### config.mk
export PLATFORM = sky130hd
export DESIGN_NAME = out_port_arbiter
export DESIGN_NICKNAME = d
export VERILOG_FILES = /design/src/rtl/out_port_arbiter.sv
export SDC_FILE = /design/constraint.sdc
export NUM_CORES = 1
export LEC_CHECK = 0
export CORE_MARGIN = 3
export CORE_UTILIZATION = 34
export CTS_BUF_LIST = sky130_fd_sc_hd__clkbuf_8
export DETAILED_ROUTE_END_ITERATION = 16
export PLACE_DENSITY = 0.83
export REMOVE_ABC_BUFFERS = 1
export SLEW_MARGIN = 25
export SYNTH_ARGS = -nofsm -noshare
export SYNTH_HDL_FRONTEND = slang
export SYNTH_SLANG_ARGS = --single-unit
### constraint.sdc
create_clock -name clk -period 2.2 [get_ports clk]
set_input_delay 0.22 -clock clk [delete_from_list [all_inputs] [get_ports clk]]
set_output_delay 0.22 -clock clk [all_outputs]
set_load 0.02 [all_outputs]
### src/rtl/out_port_arbiter.sv
//==============================================================================
// Module      : out_port_arbiter
// Description : Per-egress-port scheduler for the 4-port switch. Watches the
//               head header of each of the four ingress FIFOs, picks one
//               round-robin among the non-empty FIFOs whose head packet is
//               addressed to this port, pops it with a single-cycle read
//               pulse and presents the popped word on a valid/ready egress
//               interface.
//
// Ports       : clk          - system clock, rising edge
//               rst          - asynchronous active-high reset
//               fifo_empty   - per-FIFO empty flag (bit i = FIFO i)
//               fifo_header  - per-FIFO head header, slice i = [i*HDR_WIDTH +: HDR_WIDTH]
//               fifo_data    - per-FIFO registered read data, slice i
//               rd_en        - one-hot read pulse to FIFO i
//               out_data     - egress packet word
//               out_valid    - out_data valid
//               out_ready    - downstream accept
//               out_src      - ingress index of the packet on out_data
//               busy         - FSM not in IDLE
//               pkt_count    - accepted packet counter (ARB_PKT_CNT_EN only)
//
// Options     : `define ARB_PKT_CNT_EN adds the 16-bit saturating pkt_count
//               output. Without it the port and the counter are absent.
//
// Revision    : 1.0 - initial release
//==============================================================================
`timescale 1ns/1ps
`default_nettype none

package packet_pkg;
    localparam int DATA_WIDTH = 16;
endpackage

module out_port_arbiter #(
    parameter int NUM_PORTS  = 4,
    parameter int PORT_ID    = 0,
    parameter int DATA_WIDTH = packet_pkg::DATA_WIDTH,
    parameter int HDR_WIDTH  = DATA_WIDTH / 2
) (
    input  logic                            clk,
    input  logic                            rst,
    input  logic [NUM_PORTS-1:0]            fifo_empty,
    input  logic [NUM_PORTS*HDR_WIDTH-1:0]  fifo_header,
    input  logic [NUM_PORTS*DATA_WIDTH-1:0] fifo_data,
    output logic [NUM_PORTS-1:0]            rd_en,
    output logic [DATA_WIDTH-1:0]           out_data,
    output logic                            out_valid,
    input  logic                            out_ready,
    output logic [1:0]                      out_src,
    output logic                            busy
`ifdef ARB_PKT_CNT_EN
    ,
    output logic [15:0]                     pkt_count
`endif
);

    //--------------------------------------------------------------------------
    // Constants
    //--------------------------------------------------------------------------
    // Destination field of a header is its two LSBs.
    localparam logic [1:0] c_PORT_DEST = PORT_ID[1:0];

    localparam logic [1:0] c_IDLE  = 2'd0;
    localparam logic [1:0] c_FETCH = 2'd1;
    localparam logic [1:0] c_SEND  = 2'd2;

    //--------------------------------------------------------------------------
    // Declarations
    //--------------------------------------------------------------------------
    logic [1:0]            r_state;
    logic [1:0]            r_rr_ptr;
    logic [1:0]            r_gnt;

    logic [NUM_PORTS-1:0]  w_elig;
    logic [DATA_WIDTH-1:0] w_data_arr [NUM_PORTS];
    logic                  w_found;
    logic [1:0]            w_gnt_idx;
    logic [1:0]            w_cand;
    logic [DATA_WIDTH-1:0] w_sel_data;

    // Only the destination bits of each header are inspected; the remaining
    // header bits are deliberately left unconsumed.
    logic                  w_unused_hdr;
    assign w_unused_hdr = ^fifo_header;

    //--------------------------------------------------------------------------
    // Per-FIFO eligibility and data unpacking. An empty FIFO's header is
    // don't-care, so the empty flag masks the destination compare.
    //--------------------------------------------------------------------------
    for (genvar gi = 0; gi < NUM_PORTS; gi++) begin : g_fifo
        assign w_elig[gi]     = !fifo_empty[gi] &&
                                (fifo_header[gi*HDR_WIDTH +: 2] == c_PORT_DEST);
        assign w_data_arr[gi] = fifo_data[gi*DATA_WIDTH +: DATA_WIDTH];
    end

    //--------------------------------------------------------------------------
    // Round-robin search: start at r_rr_ptr and walk upward, wrapping 3->0.
    // The 2-bit candidate index wraps naturally.
    //--------------------------------------------------------------------------
    always_comb begin
        w_found   = 1'b0;
        w_gnt_idx = r_rr_ptr;
        w_cand    = r_rr_ptr;
        for (int k = 0; k < NUM_PORTS; k++) begin
            w_cand = r_rr_ptr + 2'(k);
            if (!w_found && w_elig[w_cand]) begin
                w_found   = 1'b1;
                w_gnt_idx = w_cand;
            end
        end
    end

    //--------------------------------------------------------------------------
    // Read pulse: combinational, only in IDLE, at most one bit. It is also
    // masked by rst so that the FIFOs are never popped while the arbiter is
    // held in reset (the FSM sits in IDLE during reset and would otherwise
    // expose a request).
    //--------------------------------------------------------------------------
    always_comb begin
        rd_en = '0;
        if (!rst && (r_state == c_IDLE) && w_found) begin
            rd_en[w_gnt_idx] = 1'b1;
        end
    end

    assign w_sel_data = w_data_arr[r_gnt];
    assign busy       = (r_state != c_IDLE);

    //--------------------------------------------------------------------------
    // Control FSM and egress register.
    //   IDLE  : grant recorded, pointer advanced past the winner.
    //   FETCH : FIFO read data is valid this cycle (registered read), capture.
    //   SEND  : hold the word until accepted; no new grant meanwhile, so
    //           backpressure simply leaves packets waiting in the FIFOs.
    //--------------------------------------------------------------------------
    always_ff @(posedge clk or posedge rst) begin
        if (rst) begin
            r_state   <= c_IDLE;
            r_rr_ptr  <= 2'd0;
            r_gnt     <= 2'd0;
            out_data  <= '0;
            out_valid <= 1'b0;
            out_src   <= 2'd0;
        end else begin
            case (r_state)
                c_IDLE: begin
                    if (w_found) begin
                        r_gnt    <= w_gnt_idx;
                        r_rr_ptr <= w_gnt_idx + 2'd1;
                        r_state  <= c_FETCH;
                    end
                end
                c_FETCH: begin
                    out_data  <= w_sel_data;
                    out_src   <= r_gnt;
                    out_valid <= 1'b1;
                    r_state   <= c_SEND;
                end
                c_SEND: begin
                    if (out_valid && out_ready) begin
                        out_valid <= 1'b0;
                        r_state   <= c_IDLE;
                    end
                end
                default: begin
                    out_valid <= 1'b0;
                    r_state   <= c_IDLE;
                end
            endcase
        end
    end

`ifdef ARB_PKT_CNT_EN
    //--------------------------------------------------------------------------
    // Accepted-packet counter, saturating at all-ones.
    //--------------------------------------------------------------------------
    always_ff @(posedge clk or posedge rst) begin
        if (rst) begin
            pkt_count <= 16'd0;
        end else if (out_valid && out_ready && (pkt_count != 16'hFFFF)) begin
            pkt_count <= pkt_count + 16'd1;
        end
    end
`endif

endmodule

`default_nettype wire

==> flow_summary.ini <==
[final_layout]
multiInputGateArea_um2 = 943
area.growth.synth_to_final_pct = 79.8
finish.net_count = 334
final_layout_size_suffix_gt1_share_pct = 36.3
layoutNonFillerInstCount = 278
layout.area.seq_um2 = 626
diodes = 0
design_area_um2 = 2860
filler_cell_count = 358

[timing]
maxSlewViolCount = 0
fin_skew_ns = 0.00181
final.period_utilization_pct = 98.6
setup_total_negative_slack_ns = 0
grt_setup_unrepaired = true
clock.fmax_ghz = 0.461
tightestPinTransition_ns = 0.771
final_critical_path_setup_slack_ns = 0.0305
min_period_ns = 2.17
finalHoldViolations = 0
slew_headroom_pct = 48.6
final-setup-viol-count = 0

[synth]
synthDominantCellAreaShare_pct = 39.4
synth_area_leader_cell = sky130_fd_sc_hd__dfrtp_1
combined_area_of_all_synthesized_cells_um2 = 1590
synth-seq-cells = 25
netlist_top_cells_area = sky130_fd_sc_hd__dfrtp_1 (39%), sky130_fd_sc_hd__mux4_2 (23%), sky130_fd_sc_hd__mux2_2 (13%)
synth_seq_area_share_pct = 39.4
netlist_instances = 110
syn-mean-instance-area_um2 = 14.4
yosys_warnings = 0
post_synth_num_cell_types = 32

[route]
dr.pass1.iters = 4
postRouteWirelength_um = 4690
num_vias = 1403
routed_via_density = 5.05
detail_route.iter0.violations = 30
antenna_left = 0
avg_wl_per_cell_um = 16.9
drcViolationCount = 0

[global_route]
use_met2_pct = 31.1
grt_overflow_total = 0
use_met1_pct = 17.2
grt-busiest-layer = met2
grt_antenna_before_repair = 0
gr-usage-met3_pct = 4.19
global_route.usage.total_pct = 15.9
first_global_vias = 1410
grt_pass1_wl_um = 6760
grt_start_max_net_pins = 26

[placed_design]
place.gp.congestion = 0.749
placedInstanceArea_um2 = 2730
io_buffer_count = 102
dp.final_hpwl_um = 3850
dp.cells = 270
dp_worst_setup_slack_ns = -0.597

[clock_network]
h-tree-depth = 1
cts-root-to-sink-buffers = 2
worst_setup_hold_path_clk_slew_ns = 0.08
cts.sinks = 25
cts_tree = yes
worst_skew_pair.late_latency_ns = 0.26
root_buf_cell = sky130_fd_sc_hd__clkbuf_8
cts-buffers-inserted = 3

[die]
fp.dieW_um = 74.3
io-pin-count = 127
num_rows = 24
die_span_y_um = 74.3
full_die_area_um2 = 5530
core_um2 = 4440
floorplan.initialDensity_pct = 35.7

[critical_path]
critical_path.endpoint_type = output pin
r2r-start = r_rr_ptr[0]$_DFFE_PP0P_
setup.worst_path.start_class = flop
crit_arrival_ns = 1.95
r2r_cells = 7
path_class = flop to output pin
regToRegSetupSlack_ns = 0.28
path_max_fanout = 4
critical_path.reg2reg.endpoint = r_rr_ptr[1]$_DFFE_PP0P_
required_ns = 1.98

[pwr]
leakage_nw = 1.16
power.total_w = 0.00307
vdd_drop_max_mv = 0.414
power.density_cell_area_nw_per_um2 = 1080

[flow_run]
timing.max_cap.violations = 0

[min_path]
worst_hold_path_type = input port to async pin

[run_status]
run_status = finished clean
[critical path: stages (launching register included)]
cell and delay, ns:
sky130_fd_sc_hd__dfrtp_1 0.41, sky130_fd_sc_hd__or4_4 0.42, sky130_fd_sc_hd__a21o_1 0.18, sky130_fd_sc_hd__o41ai_2 0.05
sky130_fd_sc_hd__buf_4 0.19, sky130_fd_sc_hd__inv_4 0.03, sky130_fd_sc_hd__ha_2 0.16, sky130_fd_sc_hd__and2_4 0.13
sky130_fd_sc_hd__buf_6 0.12
[how the worst max path moves through the flow]
| stage | start | endpoint | slack, ns |
|---|---|---|---|
| 2_1_floorplan | fifo_header[9] | r_rr_ptr[1]$_DFFE_PP0P_ | 0.22 |
| 5_1_grt | r_rr_ptr[0]$_DFFE_PP0P_ | rd_en[3] | -0.04 |
| 4_1_cts | fifo_header[8] | rd_en[2] | 0.002 |
| 6_report | r_rr_ptr[0]$_DFFE_PP0P_ | rd_en[2] | 0.03 |
| 3_5_place_dp | fifo_header[1] | rd_en[2] | -0.60 |
| 3_3_place_gp | fifo_header[1] | rd_en[3] | -0.56 |
[area by class of cell]
cell class                      count  area share, %
Clock inverter                      1          0.131
Tap cell                           52           2.28
Timing Repair Buffer              119           40.4
Sequential cell                    25           21.9
Clock buffer                        3           1.45
Inverter                            5          0.789
Multi-Input combinational cell     73           33.0
[flip-flops by register name, indices dropped and copies added (netlist names)]
signal and flops:
out_valid 1, r_rr_ptr 2, out_src 2, r_state 2
out_data 16, r_gnt 2
[power breakdown]
part	internal (W)	total [W]	switching, W
Combinational	0.00116	0.00193	0.000770
Sequential	0.000689	0.000894	0.000205
Clock	0.000124	0.000250	0.000126
Total	0.00197	0.00307	0.00110
[routing by layer]
metal  share of wire (%)  vias to the layer above
met2                  53                       70
li1                    -                      654
met3                  11                        2
met4                0.30                        0
met1                  35                      677
met5                   0                        -
[what timing repair did]
item | CTS | global route
gates resized for setup | 36 | 8
hold buffers | 0 | 0
buffers inserted | 1 | 3
setup endpoints to repair | 4 | 4
pin swaps | 6 | 4
[placed cells by master, fill, tap and decap left out, types with 2 or more instances in the layout]
cell and instances:
sky130_fd_sc_hd__clkdlybuf4s50_1 91, sky130_fd_sc_hd__dfrtp_1 25, sky130_fd_sc_hd__mux2_2 18, sky130_fd_sc_hd__buf_4 17, sky130_fd_sc_hd__mux4_2 16, sky130_fd_sc_hd__inv_1 4
sky130_fd_sc_hd__dlygate4sd2_1 4, sky130_fd_sc_hd__or3_4 3, sky130_fd_sc_hd__clkbuf_8 3, sky130_fd_sc_hd__nor3_2 2, sky130_fd_sc_hd__a21o_1 2, sky130_fd_sc_hd__nand2_1 2
sky130_fd_sc_hd__mux2_4 2, sky130_fd_sc_hd__nor2b_1 2, sky130_fd_sc_hd__and2_1 2, sky130_fd_sc_hd__and2_4 2, sky130_fd_sc_hd__ha_2 2, sky130_fd_sc_hd__ha_1 2
sky130_fd_sc_hd__clkdlybuf4s15_1 2, sky130_fd_sc_hd__buf_6 2
[per-stage QoR]
step                hold WS (ns)  utilization [%]
global placement           0.487             61.5
finish                     0.353             64.2
floorplan                  0.247                -
CTS                        0.366             63.0
detailed placement         0.495             61.5
global route               0.386             64.2
[cell families (layout without fill, tap and decap cells)]
| logic type | after synthesis | count (layout) | share of synthesized area, % |
|---|---|---|---|
| buf+inv | 12 | 128 | 4.57 |
| mux | 36 | 36 | 37.4 |
| flops | 25 | 25 | 39.4 |
| compound gates | 12 | 12 | 7.25 |
| simple gates | 21 | 21 | 8.27 |
| fa+ha+maj | 4 | 4 | 3.15 |
[synthesized netlist by cell type]
master and count:
sky130_fd_sc_hd__a21o_1 2, sky130_fd_sc_hd__a21oi_1 1, sky130_fd_sc_hd__a21oi_2 1, sky130_fd_sc_hd__a311oi_2 1
sky130_fd_sc_hd__a41o_4 1, sky130_fd_sc_hd__and2_1 4, sky130_fd_sc_hd__and3_1 1, sky130_fd_sc_hd__buf_2 3
sky130_fd_sc_hd__buf_6 3, sky130_fd_sc_hd__clkbuf_1 1, sky130_fd_sc_hd__clkinv_2 1, sky130_fd_sc_hd__dfrtp_1 25
sky130_fd_sc_hd__ha_1 4, sky130_fd_sc_hd__inv_1 4, sky130_fd_sc_hd__mux2_2 18, sky130_fd_sc_hd__mux2_4 2
sky130_fd_sc_hd__mux4_2 16, sky130_fd_sc_hd__nand2_1 2, sky130_fd_sc_hd__nor2_1 1, sky130_fd_sc_hd__nor2_2 1
sky130_fd_sc_hd__nor2b_1 3, sky130_fd_sc_hd__nor3_1 3, sky130_fd_sc_hd__o211ai_1 1, sky130_fd_sc_hd__o21a_1 1
sky130_fd_sc_hd__o21ai_0 1, sky130_fd_sc_hd__o21ai_1 1, sky130_fd_sc_hd__o221ai_1 1, sky130_fd_sc_hd__o41ai_2 1
sky130_fd_sc_hd__or2_2 1, sky130_fd_sc_hd__or3_1 2, sky130_fd_sc_hd__or3_4 2, sky130_fd_sc_hd__or4_1 1
(Power assumes the default switching activity.)
